==> src/rtl/prbs31_seq_ctrl_pkg.sv <==
// Shared types and constants for the PRBS31 sequence generator/checker.
// Holds the controller state encoding, run modes, LFSR taps and seed values.
package prbs31_seq_ctrl_pkg;

    typedef enum logic [1:0] {
        ST_IDLE = 2'd0,
        ST_LOAD = 2'd1,
        ST_RUN  = 2'd2,
        ST_DONE = 2'd3
    } state_e;

    typedef enum logic {
        MODE_GEN   = 1'b0,
        MODE_CHECK = 1'b1
    } mode_e;

    localparam int TAP_HI = 30;
    localparam int TAP_LO = 27;

    // An all-zero LFSR would lock up, so a zero seed is swapped for all-ones.
    localparam logic [30:0] ZERO_SEED_SUB = 31'h7FFF_FFFF;
    localparam logic [30:0] LFSR_RESET    = 31'h7FFF_FFFF;

    function automatic logic [3:0] popcount8(input logic [7:0] v);
        logic [3:0] c;
        c = '0;
        for (int i = 0; i < 8; i++) begin
            c = c + {3'd0, v[i]};
        end
        return c;
    endfunction

endpackage

==> src/rtl/prbs31_seq_ctrl_core.sv <==
// 31-bit PRBS31 LFSR; byte_o is the next eight generated bits, first bit on bit 7.
// advance_i steps the register by a whole byte, load_i replaces it with the seed.
module prbs31_core
    import prbs31_seq_ctrl_pkg::*;
(
    input  logic        clk,
    input  logic        rst_n,
    input  logic        load_i,
    input  logic [30:0] seed_i,
    input  logic        advance_i,
    output logic [7:0]  byte_o
);

    logic [30:0] lfsr_q, lfsr_d;
    logic [30:0] walk;
    logic [7:0]  byteBits;

    // Unroll eight shifts so the byte and the post-byte state come out together.
    always_comb begin
        walk     = lfsr_q;
        byteBits = '0;
        for (int i = 0; i < 8; i++) begin
            byteBits[7-i] = walk[TAP_HI] ^ walk[TAP_LO];
            walk          = {walk[29:0], byteBits[7-i]};
        end
    end

    always_comb begin
        lfsr_d = lfsr_q;
        if (load_i) begin
            lfsr_d = (seed_i == '0) ? ZERO_SEED_SUB : seed_i;
        end else if (advance_i) begin
            lfsr_d = walk;
        end
    end

    always_ff @(posedge clk or posedge rst_n) begin
        if (rst_n) begin
            lfsr_q <= LFSR_RESET;
        end else begin
            lfsr_q <= lfsr_d;
        end
    end

    assign byte_o = byteBits;

endmodule

==> src/rtl/prbs31_seq_ctrl.sv <==
// PRBS31 run controller: accepts a configuration, then either streams generated
// bytes or compares received bytes against the sequence and counts bit errors.
module prbs31_seq_ctrl
    import prbs31_seq_ctrl_pkg::*;
(
    input  logic        clk,
    input  logic        rst_n,
    input  logic        cfg_valid,
    output logic        cfg_ready,
    input  logic        cfg_mode,
    input  logic [15:0] cfg_len,
    input  logic [30:0] cfg_seed,
    input  logic        abort,
    output logic        out_valid,
    input  logic        out_ready,
    output logic [7:0]  out_data,
    input  logic        rx_valid,
    input  logic [7:0]  rx_data,
    output logic        busy,
    output logic        done,
    output logic [15:0] err_cnt
);

    state_e      state_q, state_d;
    mode_e       mode_q, mode_d;
    logic [15:0] count_q, count_d;
    logic        contRun_q, contRun_d;
    logic [30:0] seed_q, seed_d;
    logic [15:0] err_q, err_d;

    logic        lfsrLoad;
    logic        lfsrAdvance;
    logic        byteFire;
    logic [7:0]  expByte;
    logic [16:0] errSum;

    prbs31_core u_core (
        .clk       (clk),
        .rst_n     (rst_n),
        .load_i    (lfsrLoad),
        .seed_i    (seed_q),
        .advance_i (lfsrAdvance),
        .byte_o    (expByte)
    );

    assign errSum = {1'b0, err_q} + {13'd0, popcount8(rx_data ^ expByte)};

    // Abort outranks run completion so an aborted last byte never pulses done.
    always_comb begin
        state_d     = state_q;
        mode_d      = mode_q;
        count_d     = count_q;
        contRun_d   = contRun_q;
        seed_d      = seed_q;
        err_d       = err_q;
        lfsrLoad    = 1'b0;
        lfsrAdvance = 1'b0;
        byteFire    = 1'b0;
        cfg_ready   = 1'b0;
        out_valid   = 1'b0;
        busy        = 1'b1;
        done        = 1'b0;
        case (state_q)
            ST_IDLE: begin
                cfg_ready = 1'b1;
                busy      = 1'b0;
                if (cfg_valid) begin
                    mode_d    = mode_e'(cfg_mode);
                    count_d   = cfg_len;
                    contRun_d = (cfg_len == 16'd0);
                    seed_d    = cfg_seed;
                    state_d   = ST_LOAD;
                end
            end
            ST_LOAD: begin
                lfsrLoad = 1'b1;
                err_d    = '0;
                state_d  = abort ? ST_IDLE : ST_RUN;
            end
            ST_RUN: begin
                if (mode_q == MODE_GEN) begin
                    out_valid = 1'b1;
                    byteFire  = out_ready;
                end else begin
                    byteFire = rx_valid;
                    if (rx_valid) begin
                        err_d = errSum[16] ? 16'hFFFF : errSum[15:0];
                    end
                end
                if (byteFire) begin
                    lfsrAdvance = 1'b1;
                    count_d     = count_q - 16'd1;
                end
                if (abort) begin
                    state_d = ST_IDLE;
                end else if (byteFire && !contRun_q && (count_q == 16'd1)) begin
                    state_d = ST_DONE;
                end
            end
            ST_DONE: begin
                done    = 1'b1;
                state_d = ST_IDLE;
            end
            default: begin
                state_d = ST_IDLE;
            end
        endcase
    end

    always_ff @(posedge clk or posedge rst_n) begin
        if (rst_n) begin
            state_q   <= ST_IDLE;
            mode_q    <= MODE_GEN;
            count_q   <= '0;
            contRun_q <= 1'b0;
            seed_q    <= '0;
            err_q     <= '0;
        end else begin
            state_q   <= state_d;
            mode_q    <= mode_d;
            count_q   <= count_d;
            contRun_q <= contRun_d;
            seed_q    <= seed_d;
            err_q     <= err_d;
        end
    end

    assign out_data = expByte;
    assign err_cnt  = err_q;

endmodule
==> config.mk <==
export PLATFORM = sky130hd
export DESIGN_NAME = prbs31_seq_ctrl
export DESIGN_NICKNAME = d
export VERILOG_FILES = /design/src/rtl/prbs31_seq_ctrl_pkg.sv /design/src/rtl/prbs31_seq_ctrl_core.sv /design/src/rtl/prbs31_seq_ctrl.sv
export SDC_FILE = /design/constraint.sdc
export NUM_CORES = 1
export LEC_CHECK = 0
export BUFFER_PORTS_ARGS = -buffer_cell sky130_fd_sc_hd__buf_2
export CAP_MARGIN = 20
export CORE_ASPECT_RATIO = 0.5
export CORE_UTILIZATION = 38
export DETAILED_ROUTE_END_ITERATION = 12
export HOLD_SLACK_MARGIN = 0.12
export PLACE_DENSITY_LB_ADDON = 0.25
export SETUP_SLACK_MARGIN = 0.3
export SYNTH_ARGS = -nofsm -noshare
export SYNTH_HDL_FRONTEND = slang
export SYNTH_SLANG_ARGS = --single-unit
==> constraint.sdc <==
create_clock -name clk -period 10.3 [get_ports clk]
set_input_delay 2.06 -clock clk [delete_from_list [all_inputs] [get_ports clk]]
set_output_delay 2.06 -clock clk [all_outputs]
set_load 0.01 [all_outputs]
## Yosys cells after proc, flatten, opt, wreduce, memory -nomap -nowiden

Cells that the tools add are included.

- Register bits after elaboration: 98
- Bits of input ports: 62
- Output and inout port bits: 28
- Logic and storage cells: 72

- $add $sub $neg: 9
- Equal/unequal tests: 9
- Mux-type cells: 25
- Bitwise logic cells: 9
- Reduce and logical (&&, ||, !) cells: 13

Operator list:

| kind | number |
|---|---|
| 31-bit two-way mux | 3 |
| 16-bit two-way mux | 5 |
| 16-bit case mux with 2 select lines | 2 |
| 31-bit zero test | 1 |
| 16-bit by 4-bit adder with 17-bit output | 1 |
| 4-bit by 1-bit adder with 4-bit output | 4 |
| 16-bit by 1-bit equality test with 1-bit output, second input constant | 1 |
| 16-bit zero test | 1 |
| 16-bit by 1-bit subtractor with 16-bit output, second input constant | 1 |
| 1-bit two-way mux | 10 |
| 2-bit two-way mux | 4 |
| 2-bit inequality test, second input constant | 4 |
| 2-bit case mux with 4 select lines | 1 |
| 1-bit bitwise XOR | 8 |
| 8-bit bitwise XOR | 1 |
| 3-bit AND reduction | 2 |
| 2-bit nonzero test | 3 |
| 3-bit by 1-bit adder with 4-bit output | 1 |
| 2-bit equality test, second input constant | 2 |
| 2-bit AND reduction | 2 |
| 2-bit by 1-bit adder with 3-bit output | 1 |
| 3-bit inequality test, second input constant | 1 |
| 1-bit by 1-bit adder with 2-bit output | 1 |
| 2-bit by 1-bit equality test with 1-bit output, second input constant | 1 |
| other kinds (3) | 4 |

## Logic depth before layout (Yosys ltp)

Gate-level depths: netlist of the first run.

- Depth after elaboration: 14
- Mapped depth: 15
- Mapped depth without buffers: 14

## By module

Synthesis of the first run repeated with hierarchy kept, for this count alone.

- Cells, all modules: 585
- Area total of the unflattened synthesis: 5,385.2 µm²

By module, submodules not included:

| module | instances | cells an instance | area an instance (µm²) | seq. area each (µm²) |
|---|---|---|---|---|
| prbs31_seq_ctrl | 1 | 404 | 3,559.7 | 1,676.6 |
| prbs31_core | 1 | 181 | 1,825.5 | 814.5 |

## Worst setup path after synthesis of the first run

No wires, ideal clock.

- Path kind: input -> register
- Start point: input rx_data[0]
- End point: register err_q[8] (netlist: err_cnt[8])
- Library setup time: 124 ps
- Arrival: 5,406 ps
- Required time: 10,176 ps
- Slack: 4,770 ps
- Cell stages on the path: 12
- Buffers on the path: 0
- Path through: xor2_1 -> fa_1 -> fa_1 -> inv_1 -> fa_1 -> fa_1 -> inv_1 -> fa_1 -> nand3_1 -> and2_1 -> or4_1 -> o31a_1

- Longest elaborated chain between the ends: 13

Ends and longest elaborated chain:

| what | line | text |
|---|---|---|
| start: declaration | prbs31_seq_ctrl.sv:18 | `input logic [7:0] rx_data,` |
| 8-bit bitwise XOR | prbs31_seq_ctrl.sv:46 | `assign errSum = {1'b0, err_q} + {13'd0, popcount8(rx_data ^ expByte)};` |
| 1-bit by 1-bit adder with 2-bit output | prbs31_seq_ctrl_pkg.sv:28 | `c = c + {3'd0, v[i]};` |
| 2-bit by 1-bit adder with 3-bit output | prbs31_seq_ctrl_pkg.sv:28 |  |
| 3-bit by 1-bit adder with 4-bit output | prbs31_seq_ctrl_pkg.sv:28 |  |
| 4-bit by 1-bit adder with 4-bit output (4 in series) | prbs31_seq_ctrl_pkg.sv:28 |  |
| 16-bit by 4-bit adder with 17-bit output | prbs31_seq_ctrl.sv:46 |  |
| 16-bit two-way mux | prbs31_seq_ctrl.sv:87 | `err_d = errSum[16] ? 16'hFFFF : errSum[15:0];` |
| 16-bit two-way mux | prbs31_seq_ctrl.sv:86 | `if (rx_valid) begin` |
| 16-bit two-way mux | prbs31_seq_ctrl.sv:81 | `if (mode_q == MODE_GEN) begin` |
| 16-bit case mux with 2 select lines | prbs31_seq_ctrl.sv:63 | `case (state_q)` |
| end signal: assignment | prbs31_seq_ctrl.sv:124 | `err_q <= err_d;` |
| end: declaration | prbs31_seq_ctrl.sv:29 | `logic [15:0] err_q, err_d;` |

No other way between the ends. The select of a mux whose other input is x is not followed.
A chain may end at the register's enable or synchronous reset.

## Worst setup path after layout of the first run

- Start point: input rx_data[0]
- End point: register err_q[0] (netlist: err_cnt[0])

Same word-level chain as after synthesis.

==> results by group, run 1 <==
Route
  – Drt via density: 5.37
  – Antenna Nets Post-Route: 0
  – Initial DRC count: 452
  – Pre-Repair DR Iteration Count: 4
  – # DRC: 0
  – DR WL/cell: 15.9 um
  – Drt total wl: 13.4 mm
  – DR vias: 4,546

CTS
  – CTS clock-pin slew for the worst setup and hold paths: 0.07 ns
  – Clock Path Buffers: 2
  – Clock Latency Late Sink: 0.35 ns
  – Clk sinks: 98
  – Hold buffer count at CTS: 0
  – Setup Fix Bufs, Post-CTS: 0
  – Cts repair resizes: 0
  – CTS tree: done
  – CTS Buf Count: 9
  – H-Tree Depth: 3
  – Root Buffer: clkbuf_16

Min path
  – Worst hold path type: register to register

Timing
  – Max frequency: 172 MHz
  – Worst rel slew slack: 0.368
  – Final worst path period need: 5.83 ns
  – Worst-Margin Slew: 0.948 ns
  – Setup-failing EPs final: 0
  – Clock skew: 0.0104 ns
  – Fin. Hold Viols: 0
  – Setup TNS: 0 ns
  – Slew Viols, Final: 0
  – RSZ-0062 raised after global routing: false
  – Final cycle utilization of the critical path: 0.566

Yosys
  – Synth Register Bits: 98
  – Synth Net Count: 670
  – YS warnings: 0
  – Register area share after synthesis: 0.483
  – Prevailing post-synth register cell: dfrtp_1
  – Post-synthesis async set-or-reset flop share: 1.00
  – Syn avg cell area: 8.67 um^2
  – Share of the synthesized area in the top cell type: 0.325
  – Post-Syn Instances: 595
  – Post-synthesis cell type count: 55
  – Most common cell in the netlist: nand2_1
  – Synth area leader: dfrtp_1
  – Synth top area cells: dfrtp_1 (32%), dfstp_2 (16%), nand2_1 (11%)
  – Synthesized cell area: 0.00516 mm^2
  – Post-synth top cells: nand2_1 (154), dfrtp_1 (67), nand3_1 (62)
  – Number of flops mapped to enable cells by yosys: 0

Run status
  – Outcome: finished clean

GRT
  – Largest net degree at the start of global routing: 75
  – Gr usage total: 0.204
  – Initial antenna violation count: 0
  – First-pass GRT wire length: 22.7 mm
  – Vias in the first global route: 4,410
  – Total grt overflow: 0

Final layout
  – Antenna Cells: 0
  – Register area: 0.00249 mm^2
  – Final Core Density: 0.472
  – Multi-input logic area: 0.00249 mm^2
  – P&R area growth vs syn: 18.4%
  – Share of cells above drive strength 1: 0.229
  – Net count, final: 746
  – Fillers: 1,287

Place
  – GPL Wtd Cong: 0.798
  – DP Wirelength: 9.55 mm
  – Buffers added on ports: 89

Floorplan
  – Die X: 167 um
  – Die area: 0.0141 mm^2
  – Starting Density: 0.398
  – Die Height: 84.4 um
  – # IOs: 90
  – # rows: 29
  – CORE AREA: 0.0130 mm^2

Power
  – Leak: 2.83 nW
  – Peak supply drop: 0.000112 V
  – Cell Pwr Density: 266 mW/mm^2

Worst setup path
  – Crit-path max FO: 6
  – Startpoint type of the worst setup path: input port
  – Critical path required time: 10.57 ns
  – Setup CP Type: input port to register
  – Critical Path AT: 6.10 ns
  – Crit end category: register

Flow run
  – Max-Cap Viols: 0
placed cells by master (no fill, tap or decap), types with 5 or more instances in the layout:
| cell type | netlist | routed |
|---|---|---|
| inv_1 | 11 | 10 |
| buf_2 | 1 | 89 |
| fa_1 | 5 | 5 |
| nor4_1 | 16 | 16 |
| clkbuf_16 | 0 | 9 |
| o31a_1 | 11 | 11 |
| dfrtp_1 | 67 | 67 |
| nand3_1 | 62 | 62 |
| o21ai_0 | 30 | 30 |
| a21oi_1 | 28 | 28 |
| buf_4 | 0 | 8 |
| xor2_1 | 13 | 13 |
| nand2_1 | 154 | 154 |
| nand4_1 | 8 | 8 |
| o21ai_1 | 15 | 15 |
| ha_1 | 8 | 8 |
| nor3_1 | 16 | 16 |
| nor2_1 | 20 | 19 |
| dfstp_2 | 31 | 31 |
state kept, by name, indices dropped and copies added (netlist names):
register       flops
state_q            2
seed_q            31
mode_q             1
err_cnt           16
u_core.lfsr_q     31
count_q           16
contRun_q          1
layer usage:
| metal | vias up | share of wire | track usage |
|---|---|---|---|
| met3 | 8 | 0.044 | 0.0438 |
| met2 | 89 | 0.43 | 0.305 |
| met5 | - | 0 | 0 |
| met4 | 0 | 0.0073 | 0.0421 |
| met1 | 2198 | 0.52 | 0.302 |
| li1 | 2251 | - | - |
where the power goes:
part / switching, W / internal [W]
registers: 0.0000934 / 0.000526
clock network: 0.000156 / 0.000215
logic: 0.000364 / 0.000269
kinds of logic (layout without fill, tap and decap cells):
| group | count (synthesis) | count (layout) | synth area share |
|---|---|---|---|
| AO/OA/AOI/OAI | 115 | 115 | 0.137 |
| XOR/XNOR | 17 | 17 | 0.0289 |
| adder cells (fa/ha/maj) | 13 | 13 | 0.0388 |
| buffers and inverters | 47 | 128 | 0.0359 |
| flip-flops | 98 | 98 | 0.483 |
| multiplexers | 3 | 3 | 0.00582 |
| AND/OR/NAND/NOR | 302 | 302 | 0.271 |
through the flow:
stage / worst slack, ns / instances / cell area (um^2) / hold slack (ns) / power, W
6_report: 4.47 / 846 / 6110 / 0.480 / 0.00162
5_1_grt: 4.22 / 846 / 6110 / 0.493 / 0.00177
3_5_place_dp: 4.10 / 827 / 5740 / 0.478 / 0.00127
4_1_cts: 4.45 / 843 / 6070 / 0.484 / 0.00165
3_3_place_gp: 4.23 / 827 / 5740 / 0.470 / 0.00127
2_1_floorplan: 4.77 / 595 / 5160 / 0.451 / 0.00107
area by class of cell:
type	count	share of cell area
clock buffers	9	0.0369
well taps	170	0.0348
inverters	12	0.00758
multi-input cells	450	0.407
clock inverters	7	0.0164
flip-flops and latches	98	0.408
repair buffers	100	0.0895
path summary, 6_finish.rpt:
path	from	end	slack [ns]	cells past startpoint
hold / removal	u_core.lfsr_q[3]$_DFFE_PP1P_	u_core.lfsr_q[11]$_DFFE_PP1P_	0.48	2
hold reg to reg	u_core.lfsr_q[3]$_DFFE_PP1P_	u_core.lfsr_q[11]$_DFFE_PP1P_	0.48	2
setup reg to reg	u_core.lfsr_q[25]$_DFFE_PP1P_	err_cnt[0]$_DFFE_PP0P_	5.23	15
max in group asynchronous	rst_n	err_cnt[8]$_DFFE_PP0P_	7.33	3
setup / recovery	rx_data[0]	err_cnt[0]$_DFFE_PP0P_	4.47	15
min in group asynchronous	rst_n	count_q[5]$_DFFE_PP0P_	1.69	2
critical path, stage by stage:
cell     delay (ns)
buf_2          0.10
xor2_1         0.17
fa_1           0.51
fa_1           0.55
inv_1          0.06
fa_1           0.50
fa_1           0.45
inv_1          0.08
fa_1           0.20
nand3_1        0.10
and2_1         0.19
nor3b_1        0.66
buf_4          0.27
inv_2          0.04
a31oi_1        0.16
Note: power is estimated with default switching activity, not from simulation.
==> run 2: changes to the inputs <==
==> constraint.sdc (replaced) <==
create_clock -name clk -period 5.8 [get_ports clk]
set_input_delay 1.16 -clock clk [delete_from_list [all_inputs] [get_ports clk]]
set_output_delay 1.16 -clock clk [all_outputs]
set_load 0.01 [all_outputs]
==> run 2 against run 1 <==
- non-clock buffer count unchanged
- core utilization about the same
- sequential share of layout area about the same
- via count increased by 0.11%
- largest power group unchanged
==> results by group, run 2 (same netlist as run 1, synthesis figures left out) <==
Floorplan
  – Die X: 167 um (unchanged)
  – CORE AREA: 0.0130 mm^2 (unchanged)
  – Starting Density: 0.398 (unchanged)
  – Die Height: 84.4 um (unchanged)
  – # IOs: 90 (unchanged)
  – Die area: 0.0141 mm^2 (unchanged)
  – # rows: 29 (unchanged)

Timing
  – Setup TNS: 0 ns (unchanged)
  – Setup-failing EPs final: 0 (unchanged)
  – RSZ-0062 raised after global routing: false (unchanged)
  – Setup slack after layout: 1.06 ns (was 4.47 ns)
  – Clock skew: 0.00765 ns (was 0.0104 ns)
  – Max frequency: 211 MHz
  – Worst-Margin Slew: 1.01 ns (was 0.948 ns)
  – Final worst path period need: 4.74 ns
  – Slew Viols, Final: 0 (unchanged)
  – Worst rel slew slack: 0.327 (was 0.368)
  – Fin. Hold Viols: 0 (unchanged)
  – Final cycle utilization of the critical path: 0.818

Final layout
  – Antenna Cells: 0 (unchanged)
  – Share of cells above drive strength 1: 0.228 (was 0.229)
  – Commonest non-fill, non-tap cell in the layout: nand2_1 (unchanged)
  – Net count, final: 746 (unchanged)
  – P&R area growth vs syn: 18.5% (was 18.4%)
  – Largest regs: seed_q (31), u_core.lfsr_q (31) (unchanged)
  – Most frequent cells in the layout: nand2_1 (154), buf_2 (89), dfrtp_1 (67) (unchanged)
  – Final Core Density: 0.472 (about the same)

CTS
  – CTS clock-pin slew for the worst setup and hold paths: 0.07 ns (about the same)
  – Setup Fix Bufs, Post-CTS: 0 (unchanged)
  – Root Buffer: clkbuf_16 (unchanged)
  – Cts repair resizes: 0 (unchanged)
  – Hold buffer count at CTS: 0 (unchanged)
  – H-Tree Depth: 3 (unchanged)
  – CTS Buf Count: 9 (unchanged)
  – Clock Path Buffers: 2 (unchanged)
  – Clk sinks: 98 (unchanged)
  – Clock Latency Late Sink: 0.35 ns (about the same)
  – CTS tree: done (unchanged)

Worst setup path
  – CP cell instances: xor2_1, xor2_1, fa_1, fa_1, inv_1, fa_1, fa_1, inv_1, fa_1, nand3_1, and2_1, nor3b_1, buf_4, nor4_1, nor3_1 (was buf_2, xor2_1, fa_1, fa_1, inv_1, fa_1, fa_1, inv_1, fa_1, nand3_1, and2_1, nor3b_1, buf_4, inv_2, a31oi_1)
  – Reg2Reg Setup Slack: 1.06 ns (was 5.23 ns)
  – Critical Path End: err_cnt[5]$_DFFE_PP0P_ (was err_cnt[0]$_DFFE_PP0P_)
  – Setup CP Type: register to register (was input port to register)
  – Startpoint type of the worst setup path: register (was input port)
  – Most used cell, CP: fa_1 (unchanged)
  – Crit-path max FO: 8 (was 6)
  – Reg2Reg Capture Point: err_cnt[5]$_DFFE_PP0P_ (was err_cnt[0]$_DFFE_PP0P_)
  – Slowest-stage cell, CP: dfstp_2 (was nor3b_1)
  – Crit end category: register (unchanged)
  – Worst path bufs/invs: 3 (was 5)
  – Critical path required time: 6.07 ns (was 10.57 ns)
  – Worst-case reg-to-reg path depth: 15 (unchanged)
  – CP peak stage delay: 0.56 ns (was 0.66 ns)
  – FF-to-FF Start: u_core.lfsr_q[23]$_DFFE_PP1P_ (was u_core.lfsr_q[25]$_DFFE_PP1P_)
  – Critical Path AT: 5.02 ns (was 6.10 ns)
  – Critical Path Stages: 15 (unchanged)
  – CP Launch Point: u_core.lfsr_q[23]$_DFFE_PP1P_ (was rx_data[0])
  – Cell family with most CP delay: adder cells (unchanged)

Route
  – DR vias: 4,551 (was 4,546)
  – Antenna Nets Post-Route: 0 (unchanged)
  – Initial DRC count: 356 (was 452)
  – DR WL/cell: 16.2 um (was 15.9 um)
  – Drt via density: 5.38 (was 5.37)
  – # DRC: 0 (unchanged)
  – Drt total wl: 13.7 mm (was 13.4 mm)
  – Pre-Repair DR Iteration Count: 5 (was 4)

Flow run
  – Max-Cap Viols: 0 (unchanged)

Place
  – Buffers added on ports: 89 (unchanged)
  – DP Wirelength: 9.72 mm (was 9.55 mm)
  – GPL Wtd Cong: 0.828 (was 0.798)
  – DP Worst Slack: 0.718 ns (was 4.10 ns)

GRT
  – Busiest layer in global routing: met2 (unchanged)
  – First-pass GRT wire length: 22.8 mm (was 22.7 mm)
  – M1 GR Usage: 0.299 (was 0.302)
  – Initial antenna violation count: 0 (unchanged)
  – Gr usage total: 0.207 (was 0.204)
  – Met3 usage: 0.0575 (was 0.0438)
  – Total grt overflow: 0 (unchanged)
  – Vias in the first global route: 4,428 (was 4,410)
  – Met2 GRT Util: 0.311 (was 0.305)
  – Largest net degree at the start of global routing: 59 (was 75)

Min path
  – Hold Path Depth: 2 (unchanged)
  – Worst hold path type: register to register (unchanged)

Power
  – Leak: 2.83 nW (about the same)
  – Peak supply drop: 0.000275 V (was 0.000112 V)
  – Cell Pwr Density: 471 mW/mm^2 (was 266 mW/mm^2)

Run status
  – Outcome: finished clean (unchanged)
run 2: cell types whose count changed in the layout (fill, tap and decap cells not counted), sizes merged:
| cell | previous run | this run |
|---|---|---|
| clkbuf | 9 | 10 |
| inv | 13 | 12 |
run 2: worst min-delay path by stage:
| stage | start | end | slack (ns) |
|---|---|---|---|
| after floorplan | contRun_q$_DFFE_PP0P_ | contRun_q$_DFFE_PP0P_ | 0.45 |
| after CTS | u_core.lfsr_q[5]$_DFFE_PP1P_ | u_core.lfsr_q[13]$_DFFE_PP1P_ | 0.49 |
| after global routing | u_core.lfsr_q[2]$_DFFE_PP1P_ | u_core.lfsr_q[10]$_DFFE_PP1P_ | 0.51 |
| final | u_core.lfsr_q[5]$_DFFE_PP1P_ | u_core.lfsr_q[13]$_DFFE_PP1P_ | 0.48 |
| after detailed placement | u_core.lfsr_q[5]$_DFFE_PP1P_ | u_core.lfsr_q[13]$_DFFE_PP1P_ | 0.48 |
| after global placement | u_core.lfsr_q[9]$_DFFE_PP1P_ | u_core.lfsr_q[17]$_DFFE_PP1P_ | 0.47 |
run 2: cell type report:
cell class / instances / area (um^2)
flip-flops and latches: 98 / 2490
fillers: 1268 / 6840
repair buffers: 100 / 556
clock buffers: 10 / 229
well taps: 170 / 213
inverters: 12 / 46.3
clock inverters: 6 / 88.8
multi-input cells: 450 / 2490
run 2: metrics by stage:
step | area [um^2] | hold slack [ns] | total power [W] | std cells
finish | 6110 | 0.483 | 0.00288 | 846
global route | 6110 | 0.505 | 0.00313 | 846
CTS | 6080 | 0.486 | 0.00292 | 844
detailed placement | 5760 | 0.476 | 0.00226 | 828
global placement | 5740 | 0.471 | 0.00226 | 827
floorplan | 5160 | 0.451 | 0.00190 | 595
run 2: power by group:
group          leakage (nW)  internal (W)  switching [W]
combinational          1.51      0.000479       0.000646
clock                 0.149      0.000379       0.000272
sequential             1.17      0.000935       0.000170
total                  2.82       0.00179        0.00109
run 2: worst min-delay path, stage by stage (launching register included):
cell	delay (ns)
dfstp_2	0.37
nand2_1	0.05
nand3_1	0.06
run 2: routing by layer:
| layer | up-vias | part of all wire | routed length (um) |
|---|---|---|---|
| met5 | - | 0 | 0 |
| met4 | 0 | 0.0080 | 109 |
| met3 | 9 | 0.057 | 776 |
| met2 | 110 | 0.43 | 5840 |
| met1 | 2185 | 0.51 | 6940 |
| li1 | 2247 | - | - |
==> run 3: changes to the inputs <==
--- a/config.mk
+++ b/config.mk
@@ -5,6 +5,7 @@
 export SDC_FILE = /design/constraint.sdc
 export NUM_CORES = 1
 export LEC_CHECK = 0
+export ABC_AREA = 1
 export BUFFER_PORTS_ARGS = -buffer_cell sky130_fd_sc_hd__buf_2
 export CAP_MARGIN = 20
 export CORE_ASPECT_RATIO = 0.5
==> constraint.sdc (replaced) <==
create_clock -name clk -period 4.6 [get_ports clk]
set_input_delay 0.92 -clock clk [delete_from_list [all_inputs] [get_ports clk]]
set_output_delay 0.92 -clock clk [all_outputs]
set_load 0.01 [all_outputs]
==> run 3 against run 2 <==
- total power up 74%
- setup slack got worse by 0.56 ns
- clock power increased by 22%
- clock skew rose by 0.0072 ns
- sequential share of layout area shrank 3.4 points
- critical path depth grew 4
- largest cell class is now multi-input combinational cells
- first-iteration DRC count up 6.2%
==> results by group, run 3 <==
CTS
  – CTS tree: done (unchanged)
  – Root Buffer: clkbuf_16 (unchanged)
  – CTS Buf Count: 9 (unchanged)
  – Clock Path Buffers: 2 (unchanged)
  – CTS clock-pin slew for the worst setup and hold paths: 0.07 ns (about the same)
  – Clk sinks: 98 (unchanged)
  – Hold buffer count at CTS: 0 (unchanged)
  – H-Tree Depth: 3 (unchanged)
  – Clock Latency Late Sink: 0.35 ns (about the same)

Timing
  – Fin. Hold Viols: 0 (unchanged)
  – Clock skew: 0.0149 ns (was 0.00765 ns)
  – Max frequency: 244 MHz (was 211 MHz)
  – Setup-failing EPs final: 0 (unchanged)
  – Worst-Margin Slew: 0.866 ns (was 1.01 ns)
  – WHS: 0.513 ns (was 0.483 ns)
  – RSZ-0062 raised after global routing: false (unchanged)
  – Final worst path period need: 4.10 ns (was 4.74 ns)
  – Worst rel slew slack: 0.421 (was 0.327)
  – Slew Viols, Final: 0 (unchanged)
  – Final cycle utilization of the critical path: 0.891 (was 0.818)

Final layout
  – Commonest non-fill, non-tap cell in the layout: nand2_1 (unchanged)
  – P&R area growth vs syn: 16.8% (was 18.5%)
  – Share of cells above drive strength 1: 0.198 (was 0.228)
  – Largest regs: seed_q (31), u_core.lfsr_q (31) (unchanged)
  – Fillers: 1,505 (was 1,268)
  – Net count, final: 930 (was 746)
  – Final Core Density: 0.457 (was 0.472)
  – Post-route cell area: 0.00667 mm^2 (was 0.00611 mm^2)
  – Most frequent cells in the layout: nand2_1 (255), nor2_1 (105), buf_2 (89) (was nand2_1 (154), buf_2 (89), dfrtp_1 (67))
  – Antenna Cells: 0 (unchanged)

Floorplan
  – # rows: 31 (was 29)
  – Die Height: 88.7 um (was 84.4 um)
  – Die area: 0.0156 mm^2 (was 0.0141 mm^2)
  – CORE AREA: 0.0146 mm^2 (was 0.0130 mm^2)
  – # IOs: 90 (unchanged)
  – Starting Density: 0.392 (was 0.398)
  – Die X: 175 um (was 167 um)

Yosys
  – Post-Syn Instances: 773 (was 595)
  – Post-synth top cells: nand2_1 (255), nor2_1 (106), inv_1 (77) (was nand2_1 (154), dfrtp_1 (67), nand3_1 (62))
  – Post-Synth Simple-Gate Area: 0.296 (was 0.271)
  – Most common cell in the netlist: nand2_1 (unchanged)
  – Post-synthesis cell type count: 34 (was 55)
  – Compound-cell area share of the yosys netlist: 0.116 (was 0.137)
  – Syn avg cell area: 7.39 um^2 (was 8.67 um^2)
  – Synth Area in Adders: 0.0351 (was 0.0388)
  – Share of the synthesized area in the top cell type: 0.294 (was 0.325)
  – Register area share after synthesis: 0.436 (was 0.483)
  – Synth Register Bits: 98 (unchanged)
  – YS warnings: 0 (unchanged)
  – Synthesized cell area: 0.00571 mm^2 (was 0.00516 mm^2)
  – Synth top area cells: dfrtp_1 (29%), nand2_1 (17%), dfstp_2 (14%) (was dfrtp_1 (32%), dfstp_2 (16%), nand2_1 (11%))
  – Number of flops mapped to enable cells by yosys: 0 (unchanged)
  – Multiplexer area fraction after synthesis: 0 (was 0.00582)
  – Synth area leader: dfrtp_1 (unchanged)
  – Post-synthesis xor/xnor area fraction: 0.0353 (was 0.0289)
  – Prevailing post-synth register cell: dfrtp_1 (unchanged)
  – Synth Net Count: 848 (was 670)
  – Post-synthesis async set-or-reset flop share: 1.00 (unchanged)
  – Largest family of logic cells by synthesized area: simple AND/OR/NAND/NOR gates (unchanged)

Worst setup path
  – Crit end category: register (unchanged)
  – Critical Path AT: 4.37 ns (was 5.02 ns)
  – Crit-path max FO: 4 (was 8)
  – Critical path required time: 4.87 ns (was 6.07 ns)
  – Reg2Reg Setup Slack: 0.50 ns (was 1.06 ns)
  – Startpoint type of the worst setup path: register (unchanged)
  – Setup CP Type: register to register (unchanged)

Route
  – Initial DRC count: 378 (was 356)
  – DR WL/cell: 13.4 um (was 16.2 um)
  – DR vias: 5,075 (was 4,551)
  – # DRC: 0 (unchanged)
  – Drt total wl: 14.1 mm (was 13.7 mm)
  – Antenna Nets Post-Route: 0 (unchanged)
  – Drt via density: 4.80 (was 5.38)
  – Pre-Repair DR Iteration Count: 5 (unchanged)

GRT
  – Gr usage total: 0.191 (was 0.207)
  – Vias in the first global route: 4,789 (was 4,428)
  – Largest net degree at the start of global routing: 53 (was 59)
  – Initial antenna violation count: 0 (unchanged)
  – Total grt overflow: 0 (unchanged)
  – First-pass GRT wire length: 23.5 mm (was 22.8 mm)

Power
  – Comb power frac: 0.529 (was 0.390)
  – Sequential share of power: 0.312 (was 0.383)
  – Net Sw Frac: 0.440 (was 0.378)
  – Power share of the clock group: 0.159 (was 0.226)
  – Switching pwr: 0.00220 W (was 0.00109 W)
  – Peak supply drop: 0.000411 V (was 0.000275 V)
  – Leak: 3.35 nW (was 2.83 nW)
  – Cell Pwr Density: 750 mW/mm^2 (was 471 mW/mm^2)
  – Internal power: 0.00280 W (was 0.00179 W)
  – Tot Pwr: 0.00500 W (was 0.00288 W)

Run status
  – Outcome: finished clean (unchanged)

Place
  – DP Wirelength: 10.2 mm (was 9.72 mm)
  – Buffers added on ports: 89 (unchanged)
  – GPL Wtd Cong: 0.877 (was 0.828)
  – Dpl cell area: 0.00629 mm^2 (was 0.00576 mm^2)

Min path
  – Worst hold path type: register to register (unchanged)

Flow run
  – Max-Cap Viols: 0 (unchanged)
[run 3: what timing repair did]
item,in CTS,in global routing
resized for setup,3,6
cloned,0,1
endpoints found under the hold margin,0,0
pin swaps,0,9
endpoints found under the setup margin,13,16
buffers inserted,0,4
[run 3: final timing paths]
kind	start	to	cells past startpoint
min in group asynchronous	rst_n	seed_q[16]$_DFFE_PP0P_	2
max in group asynchronous	rst_n	u_core.lfsr_q[28]$_DFFE_PP1P_	3
hold / removal	seed_q[8]$_DFFE_PP0P_	seed_q[8]$_DFFE_PP0P_	2
setup reg to reg	u_core.lfsr_q[23]$_DFFE_PP1P_	err_cnt[12]$_DFFE_PP0P_	19
setup / recovery	u_core.lfsr_q[23]$_DFFE_PP1P_	err_cnt[12]$_DFFE_PP0P_	19
hold reg to reg	seed_q[8]$_DFFE_PP0P_	seed_q[8]$_DFFE_PP0P_	2
[run 3: metal layers]
layer  vias to the layer above  part of all wire  GRT usage
met5                         -                 0          0
met4                         0            0.0095     0.0482
met3                        11             0.033     0.0314
met2                        79              0.46      0.312
met1                      2385              0.50      0.266
li1                       2600                 -          -
[run 3: power groups by stage]
stage | combinational (W) | clock, W | sequential (W)
final | 0.00265 | 0.000793 | 0.00156
after global routing | 0.00304 | 0.000835 | 0.00161
after CTS | 0.00252 | 0.000808 | 0.00156
after detailed placement | 0.00251 | 0 | 0.00157
after global placement | 0.00245 | 0 | 0.00156
after floorplan | 0.00194 | 0 | 0.00149
[run 3: stage by stage]
stage	cells	setup WS, ns	TNS (ns)
5_1_grt	1058	0.297	0
3_5_place_dp	1037	-0.0379	-0.262
2_1_floorplan	773	0.358	0
6_report	1058	0.500	0
4_1_cts	1053	0.311	0
3_3_place_gp	1037	0.0774	0
[run 3: cell type report]
type                       count  area [um^2]  share of cell area
tap                          198          248              0.0371
timing repair buffer          98          513              0.0769
clock inverter                 7         82.6              0.0124
sequential                    98         2490               0.373
multi-input combinational    565         2790               0.419
clock buffer                   9          225              0.0338
inverter                      83          317              0.0475
[run 3: cells by family after synthesis]
group	after synthesis
AO/OA/AOI/OAI	107
XOR/XNOR	23
adder cells (fa/ha/maj)	13
buffers and inverters	111
flip-flops	98
AND/OR/NAND/NOR	421
[run 3: critical path: stages (launching register included)]
cell	delay, ns
dfstp_2	0.57
xor2_2	0.19
xnor2_1	0.14
inv_1	0.07
fa_1	0.50
fa_1	0.51
inv_1	0.05
fa_1	0.47
fa_2	0.36
inv_2	0.08
fa_2	0.22
nand2_1	0.08
nor2_1	0.13
nor2_2	0.07
nor2_4	0.19
buf_4	0.15
nand2_1	0.04
o21ai_0	0.06
nand2_1	0.06
o21ai_1	0.10
